==> src/rtl/des_pkg.sv <==
// Shared DES key-schedule constants: PC-1/PC-2 selection tables, rotation
// schedule, scheduler state type and the PC-2 compression helper.
package des_pkg;

  typedef enum logic [1:0] {
    IDLE,
    SHIFT,
    PRESENT
  } state_e;

  // Table entries are 1-based DES bit numbers, exactly as printed in FIPS 46.
  localparam logic [5:0] PC1_TAB [56] = '{
    6'd57, 6'd49, 6'd41, 6'd33, 6'd25, 6'd17, 6'd9,
    6'd1,  6'd58, 6'd50, 6'd42, 6'd34, 6'd26, 6'd18,
    6'd10, 6'd2,  6'd59, 6'd51, 6'd43, 6'd35, 6'd27,
    6'd19, 6'd11, 6'd3,  6'd60, 6'd52, 6'd44, 6'd36,
    6'd63, 6'd55, 6'd47, 6'd39, 6'd31, 6'd23, 6'd15,
    6'd7,  6'd62, 6'd54, 6'd46, 6'd38, 6'd30, 6'd22,
    6'd14, 6'd6,  6'd61, 6'd53, 6'd45, 6'd37, 6'd29,
    6'd21, 6'd13, 6'd5,  6'd28, 6'd20, 6'd12, 6'd4
  };

  localparam logic [5:0] PC2_TAB [48] = '{
    6'd14, 6'd17, 6'd11, 6'd24, 6'd1,  6'd5,
    6'd3,  6'd28, 6'd15, 6'd6,  6'd21, 6'd10,
    6'd23, 6'd19, 6'd12, 6'd4,  6'd26, 6'd8,
    6'd16, 6'd7,  6'd27, 6'd20, 6'd13, 6'd2,
    6'd41, 6'd52, 6'd31, 6'd37, 6'd47, 6'd55,
    6'd30, 6'd40, 6'd51, 6'd45, 6'd33, 6'd48,
    6'd44, 6'd49, 6'd39, 6'd56, 6'd34, 6'd53,
    6'd46, 6'd42, 6'd50, 6'd36, 6'd29, 6'd32
  };

  // Left-rotation amount for rounds 1..16 (stored 0-based).
  localparam logic [1:0] SHIFT_TAB [16] = '{
    2'd1, 2'd1, 2'd2, 2'd2, 2'd2, 2'd2, 2'd2, 2'd2,
    2'd1, 2'd2, 2'd2, 2'd2, 2'd2, 2'd2, 2'd2, 2'd1
  };

  function automatic logic [0:47] pc2(input logic [0:27] c, input logic [0:27] d);
    logic [0:55] cd;
    logic [0:47] k;
    cd = {c, d};
    for (int i = 0; i < 48; i++) k[i] = cd[PC2_TAB[i] - 6'd1];
    return k;
  endfunction

endpackage

==> src/rtl/des_key_pc1.sv <==
// Combinational DES Permuted Choice 1: drops the eight parity bits and
// reorders the 64-bit key into the 56-bit C||D register image.
module des_key_pc1
  import des_pkg::*;
(
  input  logic [0:63] key_i,
  output logic [0:55] cd_o
);

  for (genvar i = 0; i < 56; i++) begin : g_pc1
    assign cd_o[i] = key_i[PC1_TAB[i] - 6'd1];
  end

endmodule

==> src/rtl/des_key_scheduler.sv <==
// DES key schedule sequencer: latches PC-1 of a key, then emits one PC-2
// subkey per round (K1..K16 or K16..K1) under a valid/ready handshake.
module des_key_scheduler
  import des_pkg::*;
#(
  parameter int PARITY_CHECK = 0
) (
  input  logic        clk,
  input  logic        n_rst,
  input  logic [0:63] key_in,
  input  logic        decrypt,
  input  logic        key_valid,
  output logic        key_ready,
  input  logic        abort,
  output logic [0:47] subkey,
  output logic [3:0]  round,
  output logic        subkey_valid,
  input  logic        subkey_ready,
  output logic        sched_done,
  output logic        key_err
);

  state_e      state_q;
  logic [0:27] c_q, d_q;
  logic [3:0]  round_q;
  logic        mode_q;
  logic        key_ready_q;
  logic        subkey_valid_q;
  logic [0:47] subkey_q;
  logic        sched_done_q;
  logic        key_err_q;

  logic [0:55] pc1_cd;
  logic        parity_ok;
  logic        key_bad;
  logic [3:0]  dec_idx;
  logic [1:0]  rot_amt;
  logic [0:27] c_d, d_d;

  des_key_pc1 u_pc1 (
    .key_i (key_in),
    .cd_o  (pc1_cd)
  );

  // NOTE: every variable assigned in always_comb gets a default first, so no
  // path can leave it unassigned and infer a latch.
  always_comb begin
    parity_ok = 1'b1;
    for (int b = 0; b < 8; b++) begin
      if (!(^key_in[8*b +: 8])) parity_ok = 1'b0;
    end
  end

  assign key_bad = (PARITY_CHECK != 0) && !parity_ok;

  // Decrypt walks the encrypt schedule backwards: undo round 18-n's shift,
  // i.e. table index 16-round, which wraps neatly in 4 bits.
  assign dec_idx = 4'd0 - round_q;
  assign rot_amt = mode_q ? SHIFT_TAB[dec_idx] : SHIFT_TAB[round_q];

  always_comb begin
    c_d = c_q;
    d_d = d_q;
    if (!mode_q) begin
      if (rot_amt == 2'd2) begin
        c_d = {c_q[2:27], c_q[0:1]};
        d_d = {d_q[2:27], d_q[0:1]};
      end else begin
        c_d = {c_q[1:27], c_q[0]};
        d_d = {d_q[1:27], d_q[0]};
      end
    end else if (round_q != 4'd0) begin
      if (rot_amt == 2'd2) begin
        c_d = {c_q[26:27], c_q[0:25]};
        d_d = {d_q[26:27], d_q[0:25]};
      end else begin
        c_d = {c_q[27], c_q[0:26]};
        d_d = {d_q[27], d_q[0:26]};
      end
    end
  end

  // NOTE: state and registered outputs use non-blocking assignments so every
  // register samples pre-edge values regardless of statement order.
  always_ff @(posedge clk or negedge n_rst) begin
    if (!n_rst) begin
      state_q        <= IDLE;
      c_q            <= '0;
      d_q            <= '0;
      round_q        <= '0;
      mode_q         <= 1'b0;
      key_ready_q    <= 1'b1;
      subkey_valid_q <= 1'b0;
      subkey_q       <= '0;
      sched_done_q   <= 1'b0;
      key_err_q      <= 1'b0;
    end else begin
      sched_done_q <= 1'b0;
      key_err_q    <= 1'b0;
      case (state_q)
        IDLE: begin
          if (key_valid && !abort) begin
            if (key_bad) begin
              key_err_q <= 1'b1;
            end else begin
              c_q         <= pc1_cd[0:27];
              d_q         <= pc1_cd[28:55];
              mode_q      <= decrypt;
              round_q     <= 4'd0;
              key_ready_q <= 1'b0;
              state_q     <= SHIFT;
            end
          end
        end
        SHIFT: begin
          if (abort) begin
            key_ready_q <= 1'b1;
            state_q     <= IDLE;
          end else begin
            c_q            <= c_d;
            d_q            <= d_d;
            subkey_q       <= pc2(c_d, d_d);
            subkey_valid_q <= 1'b1;
            state_q        <= PRESENT;
          end
        end
        PRESENT: begin
          if (abort) begin
            subkey_valid_q <= 1'b0;
            key_ready_q    <= 1'b1;
            state_q        <= IDLE;
          end else if (subkey_ready) begin
            subkey_valid_q <= 1'b0;
            if (round_q == 4'd15) begin
              sched_done_q <= 1'b1;
              key_ready_q  <= 1'b1;
              state_q      <= IDLE;
            end else begin
              round_q <= round_q + 4'd1;
              state_q <= SHIFT;
            end
          end
        end
        default: begin
          subkey_valid_q <= 1'b0;
          key_ready_q    <= 1'b1;
          state_q        <= IDLE;
        end
      endcase
    end
  end

  assign key_ready    = key_ready_q;
  assign subkey       = subkey_q;
  assign round        = round_q;
  assign subkey_valid = subkey_valid_q;
  assign sched_done   = sched_done_q;
  assign key_err      = key_err_q;

endmodule

==> config.mk <==
export PLATFORM = sky130hd
export DESIGN_NAME = des_key_scheduler
export DESIGN_NICKNAME = d
export VERILOG_FILES = /design/src/rtl/des_pkg.sv /design/src/rtl/des_key_pc1.sv /design/src/rtl/des_key_scheduler.sv
export SDC_FILE = /design/constraint.sdc
export NUM_CORES = 1
export LEC_CHECK = 0
export BUFFER_PORTS_ARGS = -buffer_cell sky130_fd_sc_hd__buf_2
export CORE_AREA = 4 4 127 129
export CTS_CLUSTER_DIAMETER = 120
export DETAILED_ROUTE_END_ITERATION = 8
export DIE_AREA = 0 0 131 133
export PLACE_DENSITY = 0.74
export RECOVER_POWER = 100
export SETUP_SLACK_MARGIN = 0.3
export SYNTH_ARGS = -nofsm -noshare
export SYNTH_HDL_FRONTEND = slang
export SYNTH_SLANG_ARGS = --single-unit
==> constraint.sdc <==
create_clock -name clk -period 5.4 [get_ports clk]
set_clock_uncertainty 0.05 [all_clocks]
set_input_delay 0.54 -clock clk [delete_from_list [all_inputs] [get_ports clk]]
set_output_delay 0.54 -clock clk [all_outputs]
set_load 0.02 [all_outputs]
==> summary.txt, run 1 <==
Status
  • Status: complete, but fails checks
  • Failing checks: capacitance limit, slew limit

Power and ir drop
  • Psw: 0.00162 W
  • Maximum vdd drop: ~0.28 mV
  • Clk pwr share: roughly 28%
  • Pint: around 0.0023 W
  • Cell Pwr Density: 466 nW/um2
  • Register share of total power: between 30% and 40%
  • Static Leak: approximately 3.4 nW
  • Switch share: approximately two fifths
  • Gate power share: between 30% and 40%
  • Overall power: approximately 0.0039 W

Setup path
  • Reg2reg end: d_q[7]
  • Critical path type: reg2reg
  • Worst EP required: 5650 ps
  • Startpoint Class: register
  • Register-to-Register Path Depth: 8
  • Max stage delay on crit path: 1440 ps
  • CP Capture Type: register
  • Crit path max fanout: 19
  • CP cell instances: inv_1 -> ha_1 -> or4b_1 -> o211ai_1 -> buf_4 -> mux2_2 -> a221oi_1 -> nor3_1
  • CP max-delay cell: o211ai_1
  • R2r setup slk: between 1000 and 1500 ps
  • RR Startpoint: round[0]
  • Worst EP arrival: about 4600 ps

CTS
  • CTS clk-pin slew, worst paths: about 50 ps
  • Root buffer cell: clkbuf_16
  • Clock sinks: between 100 and 150
  • Post-CTS Resized: 0
  • Total setup buffers inserted after CTS: 0
  • CTS tree: yes
  • Total CTS buffers: 17
  • Deepest clock path buffer count: 2
  • Htree depth: 4
  • Cts hold-fix bufs: 0
  • Clk_lat worst skew: approximately 430 ps

STA
  • RSZ-0062 raised after global routing: false
  • Final setup violation count: 0
  • Final Hold Viols: 0
  • Setup ws final: approximately 1100 ps
  • Pins Over Slew Limit: just under 100
  • Setup TNS Final: 0 ps
  • Rel. slew slack: -43.9%
  • Max Clk Rate: around 0.23 GHz
  • Fin crit share: between 80% and 90%
  • Final worst path period need: between 4000 and 5000 ps
  • Worst slew pin tran: 2140 ps

Die
  • Row cnt: 45
  • Core ar.: 15000 um2
  • Die footprint: between 15000 and 20000 um2
  • Starting Density: between 40 and 50%
  • Die height: approximately 130 um
  • I/O Pins: around 130
  • Die width: around 130 um

Final layout
  • Layout cells sized above 1: between 10% and 20%
  • Area of the multi-input gates: between 4000 and 5000 um2
  • Final nets: approximately 1100
  • Fin util: between 50% and 60%
  • Final Instance Area: approximately 8400 um2
  • Area delta synth->final: 14.5%
  • FF+latch area: 2850 um2
  • Fillers: between 1000 and 1500

Routing
  • Wire per inst: between 15 and 20 um
  • Routed Antenna Nets: 0
  • Routed vias: between 7000 and 8000
  • DRT iter0 DRCs: between 800 and 900
  • Vias per inst: between 6 and 7
  • Post-Route WL: between 20 and 25 mm
  • Post-route DRC: 0
  • Drt first pass iters: 7

Yosys
  • Yosys warning count: 0
  • EDFF count, synth: 0
  • Synth Flop Type: dfrtp_1
  • Seq cells post-synth: 114
  • Synthesized Nets: 990
  • Mapped Area: roughly 7400 um2
  • Cells after synthesis: roughly 920
  • Synth cell types: 63
  • Seq/Total Area, Yosys: between 30 and 40%
  • Syn avg cell area: 8.04 um2
  • Ys async rst share: 100%

Run
  • Total of max-cap violations: 4

Global routing
  • Total global routing overflow: 0
  • Largest net degree at the start of global routing: slightly below 90
  • Gr usage total: a little over a quarter
  • First-pass GRT wire length: 37.6 mm
  • Vias in the first global route: 7074
  • Initial antenna violation count: 3

Place
  • Post-DP Area: between 8000 and 9000 um2
  • Hpwl dp: around 15 mm
  • Gpl congestion: between 0.8 and 0.9
  • Post-place setup slack: between 2000 and 2500 ps
  • # port buffers: 116

Hold path
  • Worst min-delay path class: in2async
power by group through the flow:
stage | logic [W] | clock network (W) | registers [W]
3_5_place_dp | 0.00142 | 0 | 0.00146
5_1_grt | 0.00153 | 0.00114 | 0.00150
6_report | 0.00137 | 0.00109 | 0.00147
3_3_place_gp | 0.00140 | 0 | 0.00146
2_1_floorplan | 0.000812 | 0 | 0.00157
4_1_cts | 0.00143 | 0.00110 | 0.00145
critical path: cells and delay by family (launching register included):
kind / cells / cell delay (ps)
compound gates: 2 / 1860
flops: 1 / 500
fa+ha+maj: 1 / 210
buf+inv: 2 / 590
simple gates: 2 / 640
mux: 1 / 360
sequential cells by signal, summed over array words and instances (netlist names):
register and count:
subkey_valid 1, subkey 48, mode_q 1, c_q 28
key_ready 1, sched_done 1, round 4, state_q 2
d_q 28
cell usage after synthesis, types with 4 or more instances:
master / count / area share, %
and3_1: 4 / 0.34
mux2_2: 41 / 6.3
o21ai_1: 7 / 0.48
a311o_1: 6 / 0.82
a22oi_1: 7 / 0.71
and4_1: 6 / 0.71
or4_1: 8 / 0.82
nand2_1: 101 / 5.1
a31oi_1: 30 / 2.5
dfrtp_1: 113 / 38
mux2i_1: 9 / 1.2
a221oi_1: 7 / 0.83
o21ai_0: 72 / 4.9
o211ai_1: 15 / 1.5
a211o_1: 15 / 1.8
nand4_1: 9 / 0.76
or3_1: 34 / 2.9
nand3_1: 13 / 0.88
buf_2: 12 / 0.82
clkbuf_1: 56 / 2.9
ha_1: 4 / 0.68
nor3_1: 33 / 2.2
nor2_1: 139 / 7.1
a21oi_1: 108 / 7.3
a221oi_2: 5 / 1.0
inv_1: 5 / 0.25
buf_1: 8 / 0.41
cell families (layout without fill, tap and decap cells):
family          Yosys count  after routing  synth area share [%]
compound gates          296            296                  25.3
mux                      51             51                  7.64
fa+ha+maj                 4              4                 0.679
simple gates            362            362                  22.6
flops                   114            114                  38.7
xor+xnor                  2              2                 0.238
buf+inv                  86            171                  4.86
other cells               1              4                0.0509
per-layer routing:
layer | vias up | GRT usage (%) | part of all wire [%]
li1 | 3479 | - | -
met1 | 3650 | 37.8 | 41
met2 | 426 | 39.5 | 46
met3 | 80 | 5.13 | 8.7
met4 | 0 | 14.2 | 4.1
met5 | - | 0 | 0
cell type report:
cell class	count	share of cell area, %
inverters	5	0.222
diodes	3	0.0890
clock buffers	21	5.34
multi-input cells	716	48.9
clock inverters	11	1.33
repair buffers	134	7.56
well taps	188	2.79
flip-flops and latches	114	33.8
layout by cell type (no fill, tap or decap), drive strengths merged, types with 5 or more instances in the layout:
cell type	instances
buf	76
a31oi	30
o21ai	79
or3	34
mux2i	9
o211ai	16
mux2	42
nand4	9
clkbuf	79
and4	6
a311o	6
clkinv	6
a22oi	7
nor3	33
a21oi	109
inv	5
nor2	139
nand3	13
a221oi	12
a211o	15
or4	8
dfrtp	113
nand2	101
how the worst max path moves through the flow:
stage               startpoint  cells after the start       to
floorplan             round[0]                      9  d_q[13]
global placement      round[0]                      8  d_q[22]
detailed placement    round[0]                      8  d_q[22]
CTS                   round[0]                      8  d_q[22]
global route          round[1]                      8   d_q[7]
finish                round[0]                      8   d_q[7]
through the flow:
step,hold slack [ps],cells
final,246,1192
after CTS,281,1189
after global placement,426,1157
after floorplan,194,916
after global routing,322,1191
after detailed placement,432,1157
Note: power is estimated with default switching activity, not from simulation.
==> run 2: changes to the inputs <==
==> constraint.sdc (replaced) <==
create_clock -name clk -period 4.2 [get_ports clk]
set_clock_uncertainty 0.05 [all_clocks]
set_input_delay 0.42 -clock clk [delete_from_list [all_inputs] [get_ports clk]]
set_output_delay 0.42 -clock clk [all_outputs]
set_load 0.02 [all_outputs]
==> run 2 against run 1 <==
Compared with the run above:
- the flow still finishes with violations (capacitance limit, slew limit)
- sequential power increased by 28%
- count of clock-buffer cells in the layout increased by 2
- cell area increased by 1.9%
- maximum frequency increased by 20%
- die area unchanged
- critical endpoint is now d_q[15]
- global-route usage increased by 0.13 points
- power increased by 34%
- register-to-register slack got worse by 480 ps
- sequential share of layout area decreased by 0.63 points
- final cell count unchanged
- non-clock buffer count increased by 3
- via count decreased by 1.4%
==> summary.txt, run 2 (synthesized netlist as in run 1, its figures left out) <==
Setup path
  • Worst EP required: 4450 ps
  • CP Capture Type: register
  • Critical path type: reg2reg
  • Worst EP arrival: around 3900 ps
  • Crit path max fanout: slightly above 70
  • Startpoint Class: register

Final layout
  • Layout cells sized above 1: between 10% and 20%
  • Commonest non-fill, non-tap cell in the layout: nor2_1
  • Area of the multi-input gates: about 4200 um2
  • Commonest non-fill, non-tap cells in the layout: nor2_1, dfrtp_1, a21oi_1
  • Fin util: 57.2%
  • Area delta synth->final: 16.7%
  • Final nets: 1065
  • Fillers: 1410
  • FF+latch area: between 2000 and 3000 um2
  • Inserted Diodes: 0
  • Max reg flops: 48

STA
  • Fin crit share: 86.2%
  • Max Clk Rate: approximately 0.28 GHz
  • Rel. slew slack: -43.1%
  • Final worst path period need: about 3600 ps
  • Fin Hold WS: 183 ps
  • Setup ws final: 580 ps
  • Final Hold Viols: 0
  • Final setup violation count: 0
  • Pins Over Slew Limit: 110
  • Setup TNS Final: 0 ps
  • RSZ-0062 raised after global routing: false
  • Worst slew pin tran: ~2100 ps

Run
  • Total of max-cap violations: 2

Place
  • Hpwl dp: about 15 mm
  • Gpl congestion: 0.905
  • # port buffers: roughly 120
  • Post-place setup slack: between 900 and 1000 ps

Power and ir drop
  • Cell Pwr Density: roughly 620 nW/um2
  • Maximum vdd drop: approximately 0.34 mV
  • Static Leak: roughly 3.5 nW

CTS
  • CTS clk-pin slew, worst paths: ~60 ps
  • Post-CTS Resized: 0
  • Clock sinks: 114
  • Deepest clock path buffer count: 2
  • Total CTS buffers: 17
  • CTS tree: yes
  • Htree depth: 4
  • Total setup buffers inserted after CTS: 0
  • Cts hold-fix bufs: 1
  • Root buffer cell: clkbuf_16
  • Clk_lat worst skew: 420 ps

Die
  • I/O Pins: about 130
  • Starting Density: between 40% and 50%
  • Die width: 131 um
  • Die height: ~130 um
  • Core ar.: roughly 15000 um2
  • Row cnt: between 40 and 50
  • Die footprint: about 17000 um2

Routing
  • Routed vias: about 7500
  • DRT iter0 DRCs: 988
  • Post-route DRC: 0
  • Wire per inst: just under 20 um
  • Post-Route WL: roughly 24 mm
  • Routed Antenna Nets: 0
  • Vias per inst: around 6.3
  • Drt first pass iters: 6

Status
  • Status: complete, but fails checks
  • Failing checks: capacitance limit, slew limit

Global routing
  • Grt met3 use: ~5.4%
  • Initial antenna violation count: 1
  • Met2 Use GR: ~42%
  • GRT met1 Usage: between 30% and 40%
  • First-pass GRT wire length: roughly 38 mm
  • Most Crowded Layer GR: met2
  • Largest net degree at the start of global routing: 83
  • Vias in the first global route: 7145
  • Gr usage total: a little over a quarter
  • Total global routing overflow: 0

Hold path
  • Worst min-delay path class: in2reg
==> run 2: cell count changes in the layout (fill, tap and decap cells not counted), moves of 3 or more <==
| cell | before | now |
|---|---|---|
| clkinv_2 | 6 | 2 |
| clkbuf_8 | 1 | 4 |
| bufinv_16 | 2 | 5 |
| diode_2 | 3 | 0 |
| buf_4 | 16 | 12 |
==> run 2: through the flow <==
stage,power (W),instances,area (um2)
final,0.00529,1192,8600
after global routing,0.00560,1192,8600
after CTS,0.00534,1192,8720
after detailed placement,0.00370,1159,8050
after global placement,0.00367,1159,8050
after floorplan,0.00306,916,7370
==> run 2: critical path, stage by stage, from the launching register on <==
cell	delay (ps)
dfrtp_1	500
ha_1	290
or4b_1	200
o211a_2	1170
buf_4	400
mux2_2	360
a221oi_2	350
nor3_1	100
==> run 2: power breakdown <==
part	total [W]	internal, W	switching (W)
sequential	0.00188	0.00147	0.000412
clock	0.00163	0.00111	0.000515
combinational	0.00178	0.000634	0.00115
==> run 2: path summary, 6_finish.rpt <==
check	from	to	slack [ps]	depth (start not counted)
setup reg to reg	round[0]	d_q[15]	580	7
min in group asynchronous	n_rst	round[2]	1110	2
hold / removal	decrypt	mode_q	180	3
hold reg to reg	subkey[23]	subkey[23]	440	2
max in group asynchronous	n_rst	subkey[28]	1020	3
setup / recovery	round[0]	d_q[15]	580	7
==> run 2: final cells by class <==
| cell class | count | area share [%] |
|---|---|---|
| well taps | 188 | 2.74 |
| inverters | 5 | 0.218 |
| flip-flops and latches | 114 | 33.2 |
| repair buffers | 137 | 7.67 |
| clock inverters | 9 | 2.04 |
| multi-input cells | 716 | 48.5 |
| clock buffers | 23 | 5.68 |
==> run 2: metal layers <==
| layer | share of wire, % | vias to the layer above |
|---|---|---|
| li1 | - | 3492 |
| met1 | 42 | 3598 |
| met2 | 47 | 371 |
| met3 | 7.3 | 63 |
| met4 | 3.7 | 2 |
| met5 | 0.034 | - |
